[config.mk]
export PLATFORM = sky130hd
export DESIGN_NAME = ring_shift_register_right_6bit
export DESIGN_NICKNAME = d
export VERILOG_FILES = /design/src/rtl/ring_pkg.sv /design/src/rtl/ring_cell.sv /design/src/rtl/ring_shift_register_right_6bit.sv
export SDC_FILE = /design/constraint.sdc
export NUM_CORES = 1
export LEC_CHECK = 0
export CAP_MARGIN = 20
export CORE_MARGIN = 2
export CORE_UTILIZATION = 30
export DETAILED_ROUTE_END_ITERATION = 16
export GPL_ROUTABILITY_DRIVEN = 0
export SLEW_MARGIN = 20
export SYNTH_ARGS = -nofsm -noshare
export SYNTH_HDL_FRONTEND = slang
export SYNTH_SLANG_ARGS = --single-unit
[constraint.sdc]
create_clock -name clk -period 0.9 [get_ports clk]
set_input_delay 0.27 -clock clk [delete_from_list [all_inputs] [get_ports clk]]
set_output_delay 0.27 -clock clk [all_outputs]
set_load 0.02 [all_outputs]
[src/rtl/ring_pkg.sv]
// Shared definitions for the left and right rotating rings.
// Default ring length plus rotate and one-hot helpers.
package ring_pkg;

  localparam int RING_WIDTH_DEFAULT = 6;

  // Rotate right by one within the low w bits of v.
  function automatic logic [31:0] rotr(
    input logic [31:0] v,
    input int unsigned w
  );
    logic [31:0] m;
    logic [31:0] top;
    m   = (w >= 32) ? '1 : ((32'd1 << w) - 32'd1);
    top = v[0] ? (32'd1 << (w - 1)) : 32'd0;
    return ((v & m) >> 1 | top) & m;
  endfunction

  // True when exactly one bit of v is set.
  function automatic logic is_onehot(
    input logic [31:0] v
  );
    return (v != 32'd0) && ((v & (v - 32'd1)) == 32'd0);
  endfunction

endpackage

[src/rtl/ring_cell.sv]
// One ring bit: async-clear flop with load/shift/hold mux.
// Load wins over shift; otherwise the bit holds.
module ring_cell
  import ring_pkg::*;
(
  input  logic clk,
  input  logic reset,
  input  logic i_load,
  input  logic i_shift,
  input  logic i_din,
  input  logic i_next,
  output logic o_q
);

  logic r_q;

  // Select parallel load, neighbour bit, or hold.
  always_ff @(posedge clk or posedge reset) begin
    if (reset)        r_q <= 1'b0;
    else if (i_load)  r_q <= i_din;
    else if (i_shift) r_q <= i_next;
  end

  assign o_q = r_q;

endmodule

[src/rtl/ring_shift_register_right_6bit.sv]
// Rotate-right ring with load, position counter and wrap pulse.
// Define RING_ONEHOT_CHECK_EN to build the sticky one-hot checker.
module ring_shift_register_right_6bit
  import ring_pkg::*;
#(
  parameter int WIDTH = RING_WIDTH_DEFAULT,
  parameter int POS_W = $clog2(WIDTH)
) (
  input  logic             clk,
  input  logic             reset,
  input  logic             load,
  input  logic [WIDTH-1:0] din,
  input  logic             shift_en,
  output logic [WIDTH-1:0] q,
  output logic [POS_W-1:0] pos,
  output logic             wrap,
  output logic             onehot_err
);

  localparam logic [POS_W-1:0] LAST = POS_W'(WIDTH - 1);

  logic [WIDTH-1:0] w_q;
  logic [POS_W-1:0] r_pos;
  logic             r_wrap;

  for (genvar i = 0; i < WIDTH; i++) begin : g_cell
    ring_cell u_cell (
      .clk     (clk),
      .reset   (reset),
      .i_load  (load),
      .i_shift (shift_en),
      .i_din   (din[i]),
      .i_next  (w_q[(i + 1) % WIDTH]),
      .o_q     (w_q[i])
    );
  end

  // Count rotations since load; pulse wrap on return to 0.
  always_ff @(posedge clk or posedge reset) begin
    if (reset) begin
      r_pos  <= '0;
      r_wrap <= 1'b0;
    end else if (load) begin
      r_pos  <= '0;
      r_wrap <= 1'b0;
    end else if (shift_en) begin
      r_wrap <= (r_pos == LAST);
      r_pos  <= (r_pos == LAST) ? '0 : r_pos + POS_W'(1);
    end else begin
      r_wrap <= 1'b0;
    end
  end

`ifdef RING_ONEHOT_CHECK_EN
  logic r_loaded;
  logic r_err;

  // Sticky flag; a load re-evaluates it against the new contents.
  always_ff @(posedge clk or posedge reset) begin
    if (reset) begin
      r_loaded <= 1'b0;
      r_err    <= 1'b0;
    end else if (load) begin
      r_loaded <= 1'b1;
      r_err    <= !is_onehot(32'(din));
    end else if (r_loaded && !is_onehot(32'(w_q))) begin
      r_err    <= 1'b1;
    end
  end

  assign onehot_err = r_err;
`else
  assign onehot_err = 1'b0;
`endif

  assign q    = w_q;
  assign pos  = r_pos;
  assign wrap = r_wrap;

endmodule

==> summary.md <==
| Metric | Value |
|---|---|
| Antenna violations before repair | `0` |
| Via Count | `433` |
| GRT Total Usage | `12.99%` |
| Placeable Area | `1670 µm²` |
| H-tree levels | `1` |
| Synth cell types | `17` |
| Post-Syn Area | `518.0 µm²` |
| Clk buf depth | `2` |
| Clk_skew | `0.004200 ns` |
| First-pass GRT wire length | `1856 µm` |
| Share of post-route cells with drive strength above 1 | `45.45%` |
| CP Max Fanout | `2` |
| Synth warnings | `0` |
| Post-Syn Instances | `49` |
| Leak pwr | `0.4294 nW` |
| Largest net degree at the start of global routing | `17` |
| NetSw | `342.5 µW` |
| Slowest Stage Delay on Critical Path | `0.41 ns` |
| Max_cap viols | `0` |
| Initial Utilization | `31.01%` |
| Final hold slack | `0.2805 ns` |
| IO Count | `21` |
| Critical-path cell list | `buf_6` |
| Final Max Tran Viols | `0` |
| Status | `complete, but fails checks` |
| Nets | `88` |
| Fin crit period | `1.073 ns` |
| CP required | `0.63 ns` |
| CP Capture Type | `output port` |
| Yosys reg bits | `10` |
| Power per cell area | `1475 nW/µm²` |
| Clock sink count | `10` |
| Max Freq | `0.9322 GHz` |
| CP Depth | `1` |
| VDD IR-drop max | `936.8 µV` |
| Final wirelength | `1082 µm` |
| RSZ-0062 raised after global routing | `true` |
| Syn Area/Cell | `10.57 µm²` |
| Worst-Skew Late Latency | `0.26 ns` |
| Filler cell count | `152` |
| GRT overflow | `0` |
| Final WS setup | `-0.1728 ns` |
| Num CTS Buffers | `3` |
| Die area | `2075 µm²` |
| Rows | `15` |
| Die width | `45.56 µm` |
| Sw frac | `26.03%` |
| Critical path arrival | `0.80 ns` |
| CTS tree | `built` |
| CTS root buffer | `clkbuf_4` |
| Failing checks | `negative setup slack` |
| Slowest CP cell | `dfrtp_2` |
| Worst hold path type | `in -> async` |
| P_int | `973.5 µW` |
| Hold Fails Final Rpt | `0` |
| Flop pwr share | `39.0%` |
| Dpl hpwl | `765.8 µm` |
| Area leader, netlist | `dfrtp_1` |
| Vias/cell | `4.606` |
| Comb pwr share | `30.5%` |
| Layout area overhead | `72.22%` |
| WS Path Type | `reg -> out` |
| CP bufs+invs | `1` |
| Residual DRC | `0` |
| Mapped Nets | `59` |
| Die outline height | `45.56 µm` |
| IO Port Bufs | `19` |
| Final setup violating endpoints | `14` |
| Hold Buf Count CTS | `0` |
| Crit path max-delay family | `flip-flops` |
| Register area share after synthesis | `48.31%` |
| FF-to-FF path depth | `4` |
| Vias in the first global route | `417` |
| Startpoint types | `flop` |
| Antenna viol nets, final | `0` |
| Avg WL per Cell | `11.51 µm` |
| # placed instances | `88` |
| First DRT Iteration DRCs | `11` |
| Diodes inserted | `0` |
| First-pass DRT Iterations | `4` |
| Post-Layout Cell Count | `94` |
| Power, Total | `1.316 mW` |
| Clock power share | `30.4%` |
| Crit share post-route | `119.2%` |
| Area share of the largest cell type after synthesis | `48.31%` |
| Clock transition at path regs | `0.07 ns` |
| Top cells by area, synth | `dfrtp_1, mux2i_1, buf_4` |
-- layer usage --
layer	wire, µm	part of all wire, %	up-vias	GRT usage [%]
li1	-	-	213	-
met1	510	47	204	17.33
met2	470	43	14	18.31
met3	76	7.0	2	3.175
met4	25	2.3	0	8.824
met5	0	0	-	0
-- logic make-up after synthesis --
family                    after synthesis  synth area share (%)
xor gates and xnor gates                1                 1.691
muxes                                   6                 11.59
DFF                                    10                 48.31
AOI/OAI and AO/OA                      10                 12.32
other                                   1                0.7239
buffers and inverters                  10                 14.01
and+or+nand+nor                        11                 11.35
-- repair_timing --
action / CTS / global route
cloned: 1 / 0
setup buffers: 3 / 2
setup endpoints to repair: 20 / 18
pin swaps: 3 / 5
gates resized for setup: 64 / 5
-- cell usage after synthesis --
cell,n
a21bo_1,1
a21oi_2,1
dfrtp_1,10
nor2_1,2
mux2i_1,6
nand4b_1,2
buf_4,7
o21ai_1,6
buf_2,1
buf_6,1
a21bo_2,1
a21oi_1,1
conb_1,1
xnor2_1,1
inv_1,1
nand4bb_1,1
nand2_1,6
-- cells in the final DEF (no fill, tap or decap), types with 3 or more instances in the layout --
cell             count
buf_6               13
dfrtp_1              8
buf_4                8
clkdlybuf4s50_1      7
nand2_1              6
o21ai_1              6
mux2i_1              5
clkbuf_4             3
-- through the flow --
stage                     worst slack [ns]  setup TNS (ns)  instance area (µm²)  util [%]
final                              -0.1728          -1.856                892.1     53.41
after global routing               -0.2021          -2.383                892.1     53.41
after CTS                          -0.1842          -1.820                862.1     51.61
after detailed placement           -0.4463          -6.891                778.2     46.59
after global placement             -0.4239          -6.766                778.2     46.59
after floorplan                    0.01726               0                520.5         -
-- layout make-up --
type,count,area [µm²],share of cell area [%]
timing repair buffer,33,367.9,41.23
multi-input combinational,29,210.2,23.56
tap,17,21.27,2.384
clock buffer,4,36.28,4.067
inverter,1,3.754,0.4208
sequential,10,252.7,28.33
-- registers in the layout, indices dropped and copies added, names as in the netlist --
name and flops:
wrap 1, g_cell.u_cell.o_q 6, pos 3
-- final timing paths --
| check | slack (ns) | startpoint | endpoint |
|---|---|---|---|
| max | -0.17 | pos[0]$_DFFE_PP0P_ | pos[0] |
| min | 0.28 | reset | g_cell[5].u_cell.o_q$_DFFE_PP0P_ |
| max reg2reg | -0.09 | g_cell[1].u_cell.o_q$_DFFE_PP0P_ | g_cell[0].u_cell.o_q$_DFFE_PP0P_ |
| min reg2reg | 0.55 | pos[1]$_DFFE_PP0P_ | wrap$_DFF_PP0_ |
| max in group asynchronous | 0.46 | reset | pos[1]$_DFFE_PP0P_ |
| min in group clk | 0.47 | load | pos[2]$_DFFE_PP0P_ |
-- power by group through the flow --
stage               clock, mW  combinational [mW]  sequential, mW
global route            0.437               0.437           0.518
floorplan                   0               0.170           0.533
finish                  0.400               0.402           0.514
global placement            0               0.350           0.514
CTS                     0.422               0.380           0.513
detailed placement          0               0.352           0.515
Power figures use the tool's default switching activity.
